==> src/rtl/seq_div_unit.sv <==
// seq_div_unit: restoring divider, one quotient bit per clock on a {remainder, quotient} pair.
// Signed operands are divided as magnitudes, and the result signs are fixed up in FIX.
module seq_div_unit #(
   parameter int W = 64
) (
   input  logic         clk,
   input  logic         rst_b,
   input  logic         start,
   input  logic         is_signed,
   input  logic [W-1:0] dividend,
   input  logic [W-1:0] divisor,
   output logic         busy,
   output logic         done,
   output logic [W-1:0] quotient,
   output logic [W-1:0] remainder,
   output logic         div_by_zero
);
   typedef enum logic [1:0] {IDLE, INIT, ITER, FIX} state_t;
   localparam int CW = $clog2(W);
   state_t        st;
   logic [CW-1:0] cnt;
   logic [W-1:0]  a, b, r, q, d;
   logic          sgn, neg_q, neg_r, zero;
   logic [W:0]    t, diff;
   assign t    = {r, q[W-1]};
   assign diff = t - {1'b0, d};
   always_ff @(posedge clk or negedge rst_b) begin
      if (!rst_b) begin
         st          <= IDLE;
         cnt         <= '0;
         a           <= '0;
         b           <= '0;
         r           <= '0;
         q           <= '0;
         d           <= '0;
         sgn         <= 1'b0;
         neg_q       <= 1'b0;
         neg_r       <= 1'b0;
         zero        <= 1'b0;
         busy        <= 1'b0;
         done        <= 1'b0;
         quotient    <= '0;
         remainder   <= '0;
         div_by_zero <= 1'b0;
      end else begin
         done <= 1'b0;
         case (st)
            IDLE: if (start) begin
               a    <= dividend;
               b    <= divisor;
               sgn  <= is_signed;
               busy <= 1'b1;
               st   <= INIT;
            end
            INIT: begin
               neg_q <= sgn & (a[W-1] ^ b[W-1]);
               neg_r <= sgn & a[W-1];
               r     <= '0;
               q     <= (sgn & a[W-1]) ? -a : a;
               d     <= (sgn & b[W-1]) ? -b : b;
               cnt   <= CW'(W - 1);
               zero  <= (b == '0);
               st    <= ITER;
            end
            ITER: begin
               r   <= diff[W] ? t[W-1:0] : diff[W-1:0];
               q   <= {q[W-2:0], ~diff[W]};
               cnt <= cnt - 1'b1;
               if (cnt == '0) st <= FIX;
            end
            FIX: begin
               // divide by zero overrides whatever the loop produced
               quotient    <= zero ? '1 : (neg_q ? -q : q);
               remainder   <= zero ? a : (neg_r ? -r : r);
               div_by_zero <= zero;
               done        <= 1'b1;
               busy        <= 1'b0;
               st          <= IDLE;
            end
         endcase
      end
   end
endmodule
==> config.mk <==
export PLATFORM = sky130hd
export DESIGN_NAME = seq_div_unit
export DESIGN_NICKNAME = d
export VERILOG_FILES = /design/src/rtl/seq_div_unit.sv
export SDC_FILE = /design/constraint.sdc
export NUM_CORES = 1
export LEC_CHECK = 0
export CORE_MARGIN = 4
export CORE_UTILIZATION = 30
export DETAILED_ROUTE_END_ITERATION = 16
export PLACE_DENSITY = 0.43
export RECOVER_POWER = 100
export SLEW_MARGIN = 10
export SYNTH_ARGS = -nofsm -noshare
export SYNTH_HDL_FRONTEND = slang
export SYNTH_SLANG_ARGS = --single-unit
export TNS_END_PERCENT = 1
==> constraint.sdc <==
create_clock -name clk -period 5.4 [get_ports clk]
set_input_delay 0.54 -clock clk [delete_from_list [all_inputs] [get_ports clk]]
set_output_delay 0.54 -clock clk [all_outputs]
set_load 0.01 [all_outputs]
-- After elaboration in Yosys (flattened, before gate mapping)
Index checks and enable logic that the tools add are counted.
- input port bits: 132
- word-level logic and storage cells: 56
- output and inout port bits: 131
- bits in registers: 463
- reductions and logical operators: 8
- add/sub/neg operators: 6
- muxes and demuxes: 16
- bitwise operators: 5
- equality and inequality tests: 5
- operators by type and width (cell ; number):
    64-bit 2-to-1 mux ; 7
    64-bit negation ; 4
    64-bit case mux with 2 select lines ; 2
    65-bit by 64-bit subtractor with 65-bit output ; 1
    64-bit logical NOT ; 1
    6-bit case mux with 2 select lines ; 1
    2-bit case mux with 4 select lines ; 1
    6-bit logical NOT ; 1
    2-bit AND reduction ; 3
    6-bit by 1-bit subtractor with 6-bit output, second input constant ; 1
    2-bit equality test, second input constant ; 2
    2-bit 2-to-1 mux ; 2
    2-bit inequality test, second input constant ; 2
    2-bit nonzero test ; 2
    1-bit bitwise AND ; 3
    2-bit by 1-bit equality test with 1-bit output, second input constant ; 1
    2-bit logical NOT ; 1
    1-bit 2-to-1 mux ; 2
    1-bit case mux with 2 select lines ; 1
    1-bit NOT ; 1
    1-bit bitwise XOR ; 1

-- Logic depth before layout (Yosys ltp)
- depth in word-level cells: 3
- mapped depth: 15
- mapped depth without buffers: 13

-- Worst setup path after synthesis
No wires, ideal clock.
- path kind: reg-to-reg
- start point: reg r[42]
- end point: reg r[10]
- stages on the path, launching flop included: 15
- setup time: 0.141 ns
- data required time: 5.259 ns
- slack: 1.865 ns
- buffers on the path: 3
- period minus slack after synthesis: 3.535 ns
- arrival time: 3.393 ns
- path through: dfrtp_1 -> ha_1 -> clkbuf_1 -> a21oi_1 -> o21ai_0 -> a2111o_1 -> o32a_1 -> a221o_1 -> a21oi_1 -> o21a_1 -> xnor2_1 -> buf_2 -> buf_4 -> mux2i_1 -> o22ai_1
- cells in the longest elaborated chain, start to end: 3
- RTL lines (what ; line ; RTL):
    start, declared ; 22 ; logic [W-1:0] a, b, r, q, d;
    start signal, assigned ; 66 ; r <= diff[W] ? t[W-1:0] : diff[W-1:0];
    65-bit by 64-bit subtractor with 65-bit output ; 26 ; assign diff = t - {1'b0, d};
    64-bit 2-to-1 mux ; 66 ;
    64-bit case mux with 2 select lines ; 47 ; case (st)
Every way passes these cells.
A chain may end at the register's enable or synchronous reset.

-- Worst setup path after layout
- start point: reg st[0]
- end point: reg b[3]
- cells in the longest elaborated chain, start to end: 2
- RTL lines (what ; line ; RTL):
    start, declared ; 20 ; state_t st;
    start signal, assigned ; 29 ; st <= IDLE;
    start signal, assigned ; 53 ; st <= INIT;
    start signal, assigned ; 63 ; st <= ITER;
    2-bit logical NOT ; 47 ;
    2-bit AND reduction (no line) ; - ;
    end signal, assigned ; 50 ; b <= divisor;
    end, declared ; 22 ;
Every way passes these cells.

==> results.md <==
- Status: finished, violations left
- Violated checks: capacitance limit, slew limit
- Synth Cell Area: ~28,000 um^2
- TritonCTS clock tree: done
- CTS H-tree depth: 2
- Fmax: 216 MHz
- Worst setup SP type: flop
- Synth-to-Final Area Change: 20.2%
- Final hold violations: 0
- Compound-Gate Fraction of Synth Area: between 10% and 20%
- Power Total: 19.9 mW
- Global-route usage over all layers: 18.8%
- First-pass DRT Iterations: 5
- Ys flop type: dfrtp_1
- Clk pwr share: 20.4%
- Net switching power: 8.35 mW
- Synth async-reset ratio: 100%
- Synthesized flop and latch total: 463
- Most frequent cells after synthesis: 463 x dfrtp_1, 235 x nand2_1, 224 x mux2_2
- Rows: 112
- EDFF count, synth: 0
- Period utilization: 85.6%
- Die Span Y: 314 um
- Switching portion of total power: 41.9%
- Starting Density: between 30% and 40%
- Crit path buffers/inverters: 2
- Mean Syn Cell Area: 9.40 um^2
- First-pass GRT wire length: 146,000 um
- Placer Congestion: roughly 0.9
- Fin Setup TNS: 0 ps
- Worst-Margin Slew: 3250 ps
- Dpl hpwl: 72,600 um
- Gate Count Post-Synth: 2,997
- Power density cells: between 500 and 600 nW/um^2
- Mux contribution to synthesized area: between 10% and 20%
- IO Pins: 263
- Hold_buf cts: 1
- Core area: 93,200 um^2
- Simple-gate share of the synthesized area: 12.5%
- DIE WIDTH: 314 um
- Top cell type by total area after synthesis: dfrtp_1
- Largest buffer count on any clock path: 3
- Worst setup EP type: flop
- Clock slew at reported path FFs: 60 ps
- Largest family of logic cells by synthesized area: compound AO/OA/AOI/OAI gates
- Internal: between 10 and 15 mW
- Clk Latency, worst-skew pair: 630 ps
- Final ANT Viol Nets: 0
- Area share of the largest cell type after synthesis: around two fifths
- Pleak: 13.8 nW
- Initial antenna violation count: 6
- Final Max Tran Viols: ~730
- Number of I/O port buffers: 262
- Largest net degree at the start of global routing: ~120
- Net Count, Synth: 3,204
- Synth Area in Adders: under 10%
- Die area: 98,900 um^2
- Max IR drop VDD: 0.538 mV
- Remaining DRCs: 0
- Vias in the first global route: 23,200
- CTS Sinks: 463
- Max-slew headroom: -117%
- WL/cell: approximately 21 um
- Clk_skew: 19.5 ps
- Setup violations, final: 0
- Ranking of synthesized cells by area: dfrtp_1 41%, mux2_2 9.0%, xnor2_1 5.8%
- Worst min path class: flop to flop
- Critical path's slowest cell: nand2_1
- Yosys synthesis warning count: 0
- Resized cells post-CTS: 0
- Root buf cell: clkbuf_16
- Largest stage delay, worst path: 1840 ps
- Fin crit period: between 4000 and 5000 ps
- Top-count cell post-synth: dfrtp_1
- Flop pwr share: approximately a third
- Final #Nets: 3,379
- Iteration-0 DRC Markers: 1,559
- CP Data Arrival Time: 5120 ps
- Vias: 22,700
- Logic pwr share: 46.2%
- Xor/xnor share of the synthesized area: 9.66%
- Post-synthesis sequential area ratio: 41.1%
- Total detailed-routing wirelength: 95,000 um
- RSZ-0062 raised after global routing: false
- Required time worst endpoint: between 5000 and 6000 ps
- Fraction of layout cells with a size suffix above 1: between 10% and 20%
- Max Cap Viol: 10
- Critical Path Fanout Max: 77
- Grt ovf: 0
- Kind of cell adding the most delay to the critical path: simple AND/OR/NAND/NOR gates
- Worst-path cell chain: inv_1 > ha_1 > nand2_1 > clkbuf_4 > mux2_2
- Critical path class: flop to flop
- Yosys cell types: 80
- Post-CTS Setup Inserts: 0
- Vias per cell: roughly 5.1
- CTS Buf Count: 57
[state kept, by name, indices dropped and copies added (netlist names), 2 cells and up]
name       count
a             64
b             64
d             64
q             64
quotient      64
r             64
remainder     64
cnt            6
st             2
[worst paths after layout]
path / startpoint / slack [ps] / endpoint / cells past startpoint
worst max-delay path: st[0] / 780 / b[3] / 5
worst min-delay path: quotient[15] / 490 / quotient[15] / 1
worst max register to register: st[0] / 780 / b[3] / 5
worst min register to register: quotient[15] / 490 / quotient[15] / 1
max in group asynchronous: rst_b / 1260 / quotient[47] / 3
min in group asynchronous: rst_b / 1140 / b[55] / 2
[cell type report]
cell class / instances / area (um^2)
fill: 9478 / 59300
multi-input combinational: 2181 / 15200
sequential: 463 / 11600
timing repair buffer: 290 / 2820
clock buffer: 82 / 1700
tap: 1254 / 1570
inverter: 179 / 672
clock inverter: 22 / 293
antenna: 2 / 5.00
[worst reg2reg max path: stages (launching register included)]
cell and delay [ps]:
dfrtp_1 450, inv_1 100, ha_1 310, nand2_1 1840, clkbuf_4 1160, mux2_2 640
[cell usage in the layout, fill, tap and decap left out, types with 15 or more instances in the layout]
cell type and n:
dfrtp_1 462, nand2_1 235, mux2_2 223, o21ai_0 214, a21oi_1 201, nor2_1 197, xnor2_1 186, inv_1 178
dlygate4sd3_1 132, clkdlybuf4s50_1 130, xor2_1 123, ha_1 73, nor3_1 61, mux2i_1 61, o22ai_1 59, o22a_1 59
clkbuf_16 58, nand3_1 49, o31ai_1 48, nand4_1 38, or3_1 30, or4_1 29, a21o_1 29, a31oi_1 28
o41ai_1 23, o221ai_1 23, nor4_1 21, nand2b_1 16, clkbuf_8 16, o21ai_1 15
[metal layers]
| metal | up-vias | wire [um] | share of wire (%) | global-route usage [%] |
|---|---|---|---|---|
| met1 | 11100 | 48100 | 51 | 28.6 |
| met2 | 465 | 41800 | 44 | 29.2 |
| met5 | - | 0 | 0 | 0 |
| met3 | 81 | 3750 | 4.0 | 1.99 |
| li1 | 11100 | - | - | - |
| met4 | 0 | 1400 | 1.5 | 3.13 |
[power groups by stage]
stage               sequential [mW]  clock, mW  combinational (mW)
finish                         6.67       4.06                9.21
floorplan                      6.24          0                6.39
global route                   6.91       4.33                10.2
detailed placement             6.76          0                9.41
CTS                            6.70       4.20                9.46
global placement               6.70          0                9.35
[kinds of logic after synthesis]
family	after synthesis
AO/OA/AOI/OAI	778
XOR/XNOR	310
AND/OR/NAND/NOR	732
buffers and inverters	353
flip-flops	463
adder cells (fa/ha/maj)	75
multiplexers	286
[metrics by stage]
stage / area, um^2 / util [%] / instances / setup WS, ps / hold WS, ps
6_report: 33900 / 36.3 / 4473 / 779 / 493
5_1_grt: 33900 / 36.3 / 4471 / 489 / 507
4_1_cts: 34000 / 36.5 / 4471 / 1170 / 486
3_5_place_dp: 32000 / 34.4 / 4366 / 1220 / 491
3_3_place_gp: 32000 / 34.4 / 4366 / 1260 / 480
2_1_floorplan: 28200 / - / 2997 / 1870 / 244
No activity file was read; power rests on OpenSTA's default activity.
==> variant 1: new RTL, same flow settings <==
Change the parameter `W` from 64 to 32.
--- a/src/rtl/seq_div_unit.sv
+++ b/src/rtl/seq_div_unit.sv
@@ -1,7 +1,7 @@
 // seq_div_unit: restoring divider, one quotient bit per clock on a {remainder, quotient} pair.
 // Signed operands are divided as magnitudes, and the result signs are fixed up in FIX.
 module seq_div_unit #(
-   parameter int W = 64
+   parameter int W = 32
 ) (
    input  logic         clk,
    input  logic         rst_b,
Interface: changed (resized dividend, divisor, quotient and remainder); port bits go from 263 to 135. The function was not compared with the original's and may differ.
==> variant 1 against the unedited design <==
The run still ends with capacitance limit, slew limit left; sequential cell count shrank 225; largest cell class unchanged; non-clock buffer count is 144 lower; global-route usage is 2.9 points lower; area after synthesis decreased by 50%; fmax rose by 16%; worst setup slack improved by 0.64 ns; worst hold slack lost 0.0015 ns; cell area down 50%; total power fell by 50%; via count down 50%; wire length down 57%; critical path depth rose by 6.
==> variant 1: results (changes against the unedited design) <==
DP HPWL - 29,900 um (was 72,600 um)
global-route wire length before repair - 65,400 um (was 146,000 um)
Lkg Pwr - 7.20 nW (was 13.8 nW)
Post-Route WL - 41,200 um (was 95,000 um)
# resized after CTS - 0 (unchanged)
failing checks - capacitance limit, slew limit (unchanged)
Critical Path Fanout Max - 19 (was 77)
post-synthesis sequential area ratio - 41.9% (was 41.1%)
Arr. time, crit path - 4.43 ns (was 5.12 ns)
Clock Path Buffers - 3 (unchanged)
clock slew seen by the registers of the worst setup and hold paths - 0.06 ns (about the same)
most frequent cells after synthesis - dfrtp_1 (238), nor2_1 (133), a21oi_1 (123) (was dfrtp_1 (463), nand2_1 (235), mux2_2 (224))
DRT Pass-1 Iters - 5 (unchanged)
asr flop ratio synth - 100% (unchanged)
All-Layer GR Usage - 15.9% (was 18.8%)
leading post-synthesis cells by cell area - dfrtp_1 (42%), mux2_2 (9.3%), xnor2_1 (4.6%) (was dfrtp_1 (41%), mux2_2 (9.0%), xnor2_1 (5.8%))
Wirelength per Cell - 18.4 um (was 21.2 um)
number of max-cap violations - 5 (was 10)
via/cell ratio - 5.04 (was 5.08)
Filler cells - 4,841 (was 9,478)
largest net degree at the start of global routing - 133 (was 122)
syn nets - 1,628 (was 3,204)
clock root buffer - clkbuf_16 (unchanged)
Internal - 5.84 mW (was 11.6 mW)
worst slew pin tran - 3.06 ns (was 3.25 ns)
Ys Warns - 0 (unchanged)
initial antenna violation count - 0 (was 6)
status - complete, but fails checks (unchanged)
Initial DRC Count - 709 (was 1,559)
worst skew pair latency - 0.57 ns (was 0.63 ns)
Setup Buffers After CTS - 0 (unchanged)
share of layout cells above drive strength 1 - 11.2% (was 11.6%)
hold crit path type - reg2reg (unchanged)
Max Transition Viols Final - 299 (was 727)
fin nets - 1,726 (was 3,379)
Max IR drop VDD - 0.000232 V (was 0.000538 V)
ant diodes - 0 (was 2)
met3 usage - 2.16% (was 1.99%)
htree depth - 1 (was 2)
met2 GRT Util - 25.9% (was 29.2%)
Final GP Congestion - 0.811 (was 0.876)
post-synth cell types - 67 (was 80)
Setup WS pre-CTS - 1.85 ns (was 1.22 ns)
total CTS buffers - 30 (was 57)
Mean Syn Cell Area - 9.36 sq um (was 9.40 sq um)
IO Port Bufs - 134 (was 262)
Global Route met1 Usage - 22.8% (was 28.6%)
clk_skew - 0.0107 ns (was 0.0195 ns)
Cell Count Post-Placement - 2,190 (was 4,366)
Cell Area, Placed - 16,100 sq um (was 32,000 sq um)
via count of the first global-routing pass - 11,500 (was 23,200)
[variant 1: power groups by stage]
stage / clock, mW / sequential, mW / combinational (mW)
floorplan: 0 / 3.24 / 3.32
global placement: 0 / 3.40 / 4.84
detailed placement: 0 / 3.43 / 4.86
CTS: 1.99 / 3.40 / 4.89
global route: 2.05 / 3.51 / 5.30
finish: 1.92 / 3.37 / 4.73
[variant 1: cell type report]
| class | instances | area (sq um) | area share [%] |
|---|---|---|---|
| Tap cell | 607 | 759 | 4.47 |
| Clock buffer | 47 | 885 | 5.21 |
| Sequential cell | 238 | 5960 | 35.1 |
| Multi-Input combinational cell | 1111 | 7570 | 44.6 |
| Clock inverter | 8 | 53.8 | 0.317 |
| Timing Repair Buffer | 146 | 1420 | 8.37 |
| Inverter | 88 | 330 | 1.95 |
[variant 1: layer usage]
layer  up-vias  part of all wire (%)
li1       5585                     -
met1      5470                    49
met2       206                    46
met3        50                   3.6
met4         0                   1.9
met5         -                     0
[variant 1: critical path, stage by stage (launching register included)]
cell	delay (ns)
dfrtp_1	0.38
inv_1	0.15
ha_1	0.23
fa_1	0.27
nor2b_4	0.05
o31a_1	0.28
and3_1	0.26
or4_1	0.52
nand3_1	0.12
nand4_1	0.77
a32o_1	0.57
a211o_1	0.26
[variant 1: logic make-up after synthesis]
logic type | after synthesis | synth area share, %
AND/OR/NAND/NOR | 398 | 13.3
AO/OA/AOI/OAI | 392 | 17.0
flip-flops | 238 | 41.9
buffers and inverters | 168 | 4.56
XOR/XNOR | 141 | 8.70
multiplexers | 137 | 10.7
adder cells (fa/ha/maj) | 43 | 3.84
[variant 1: worst paths after layout]
path                            slack (ns)  depth (start not counted)      endpoint   start
worst max register to register        1.42                         11         r[10]   q[31]
min in group asynchronous             0.83                          1  quotient[24]   rst_b
worst min-delay path                  0.49                          1        cnt[0]  cnt[0]
worst min register to register        0.49                          1        cnt[0]  cnt[0]
worst max-delay path                  1.42                         11         r[10]   q[31]
max in group asynchronous             2.69                          1          zero   rst_b
==> variant 2: new RTL, same flow settings <==
Made on the original files. Register the output `quotient` once more, cleared by the reset; this adds one clock of latency there. The other outputs are not delayed to match.
--- a/src/rtl/seq_div_unit.sv
+++ b/src/rtl/seq_div_unit.sv
@@ -17,6 +17,8 @@
 );
    typedef enum logic [1:0] {IDLE, INIT, ITER, FIX} state_t;
    localparam int CW = $clog2(W);
+
+   logic [W-1:0] quotient_s0;
    state_t        st;
    logic [CW-1:0] cnt;
    logic [W-1:0]  a, b, r, q, d;
@@ -39,7 +41,7 @@
          zero        <= 1'b0;
          busy        <= 1'b0;
          done        <= 1'b0;
-         quotient    <= '0;
+         quotient_s0 <= '0;
          remainder   <= '0;
          div_by_zero <= 1'b0;
       end else begin
@@ -70,7 +72,7 @@
             end
             FIX: begin
                // divide by zero overrides whatever the loop produced
-               quotient    <= zero ? '1 : (neg_q ? -q : q);
+               quotient_s0 <= zero ? '1 : (neg_q ? -q : q);
                remainder   <= zero ? a : (neg_r ? -r : r);
                div_by_zero <= zero;
                done        <= 1'b1;
@@ -80,4 +82,12 @@
          endcase
       end
    end
+   always_ff @(posedge clk or negedge rst_b) begin
+      if (!rst_b) begin
+         quotient <= '0;
+      end else begin
+         quotient <= quotient_s0;
+      end
+   end
+
 endmodule
Formal check against the unedited RTL: no difference found for any inputs over 4 cycles, from zero or initial values and one cycle with rst_b low; that may be too few to reach the edited logic, so the function may still have changed.
==> variant 2 against the unedited design <==
Total power up 8.3%; cell area grew 4.9%; the flow still finishes with violations (capacitance limit, slew limit); clock skew up 0.0072 ns; wire length shrank 3.4%; critical path type unchanged; count of clock-buffer cells in the layout increased by 9; largest power group unchanged; area after synthesis is 4.3% higher; sequential cell count increased by 64; worst setup slack better by 0.065 ns.
==> variant 2: results (changes against the unedited design) <==
largest net degree at the start of global routing - 117 (was 122)
initial antenna violation count - 6 (unchanged)
failing checks - capacitance limit, slew limit (unchanged)
All-Layer GR Usage - 17.6% (was 18.8%)
Cell Area, Placed - 33,300 sq um (was 32,000 sq um)
Max Transition Viols Final - 762 (was 727)
Mean Syn Cell Area - 9.46 sq um (was 9.40 sq um)
vias - 23,200 (was 22,700)
Final Instance Count excl. Fillers - 4,629 (was 4,473)
relative slew slack - -60.4% (was -117%)
Lkg Pwr - 15.0 nW (was 13.8 nW)
Final GP Congestion - 0.838 (was 0.876)
status - complete, but fails checks (unchanged)
Filler cells - 9,910 (was 9,478)
post-synthesis sequential area ratio - 44.9% (was 41.1%)
post-synth cell types - 69 (was 80)
Post-Route WL - 91,800 um (was 95,000 um)
DP HPWL - 69,400 um (was 72,600 um)
leading post-synthesis cells by cell area - dfrtp_1 (45%), mux2_2 (9.7%), a21oi_1 (5.3%) (was dfrtp_1 (41%), mux2_2 (9.0%), xnor2_1 (5.8%))
Max IR drop VDD - 0.000316 V (was 0.000538 V)
share of layout cells above drive strength 1 - 12.3% (was 11.6%)
global-route wire length before repair - 142,000 um (was 146,000 um)
Critical Path Fanout Max - 67 (was 77)
total CTS buffers - 68 (was 57)
Initial DRC Count - 1,447 (was 1,559)
number of max-cap violations - 12 (was 10)
clk_skew - 0.0267 ns (was 0.0195 ns)
Setup WS pre-CTS - 1.09 ns (was 1.22 ns)
Cell Count Post-Placement - 4,504 (was 4,366)
fin nets - 3,506 (was 3,379)
Arr. time, crit path - 5.06 ns (was 5.12 ns)
## variant 2: timing repair
action	in CTS	in global routing
buffers inserted	0	0
hold buffers	1	0
endpoints found under the hold margin	76	0
## variant 2: worst paths after layout
path                       depth (start not counted)  slack, ns               to            start
setup / recovery                                   5       0.84            q[49]            st[0]
max in group asynchronous                          3       1.38  quotient_s0[61]            rst_b
hold reg to reg                                    0       0.37     quotient[63]  quotient_s0[63]
min in group asynchronous                          2       1.18     quotient[10]            rst_b
hold / removal                                     0       0.37     quotient[63]  quotient_s0[63]
setup reg to reg                                   5       0.84            q[49]            st[0]
## variant 2: area by class of cell
| type | count | share of cell area (%) |
|---|---|---|
| inverter | 155 | 1.64 |
| timing repair buffer | 288 | 7.86 |
| sequential | 527 | 37.1 |
| clock buffer | 91 | 5.58 |
| clock inverter | 32 | 1.08 |
| multi-input combinational | 2259 | 42.2 |
| tap | 1276 | 4.49 |
| antenna | 1 | 0.00704 |
## variant 2: power breakdown
group          total (mW)  switching, mW  internal, mW
clock                4.75           1.83          2.92
sequential           7.44           1.76          5.68
combinational        9.40           5.25          4.15
total                21.6           8.84          12.7
## variant 2: critical path: stages (launching register included)
cell and delay [ns]:
dfrtp_1 0.40, inv_1 0.09, ha_1 1.46, clkbuf_2 1.40
buf_4 0.61, mux2_2 0.39
## variant 2: logic make-up (layout without fill, tap and decap cells)
group | Yosys count | in the layout | share of synthesized area, %
simple gates | 806 | 806 | 12.6
mux | 267 | 267 | 10.2
flops | 527 | 527 | 44.9
other cells | 0 | 1 | 0
xor+xnor | 311 | 311 | 9.26
fa+ha+maj | 75 | 75 | 3.22
compound gates | 800 | 800 | 15.8
buf+inv | 322 | 566 | 4.12
## variant 2: per-layer routing
layer	track usage [%]	wire length (um)	vias up
met4	5.16	2330	0
li1	-	-	11200
met3	3.11	4510	115
met5	0	0	-
met1	25.9	45800	11300
met2	26.2	39200	586
## variant 2: stage by stage
step	hold WS (ns)	util, %
6_report	0.366	36.6
5_1_grt	0.383	36.6
4_1_cts	0.369	36.8
3_5_place_dp	0.361	34.4
3_3_place_gp	0.365	34.4
2_1_floorplan	0.244	-
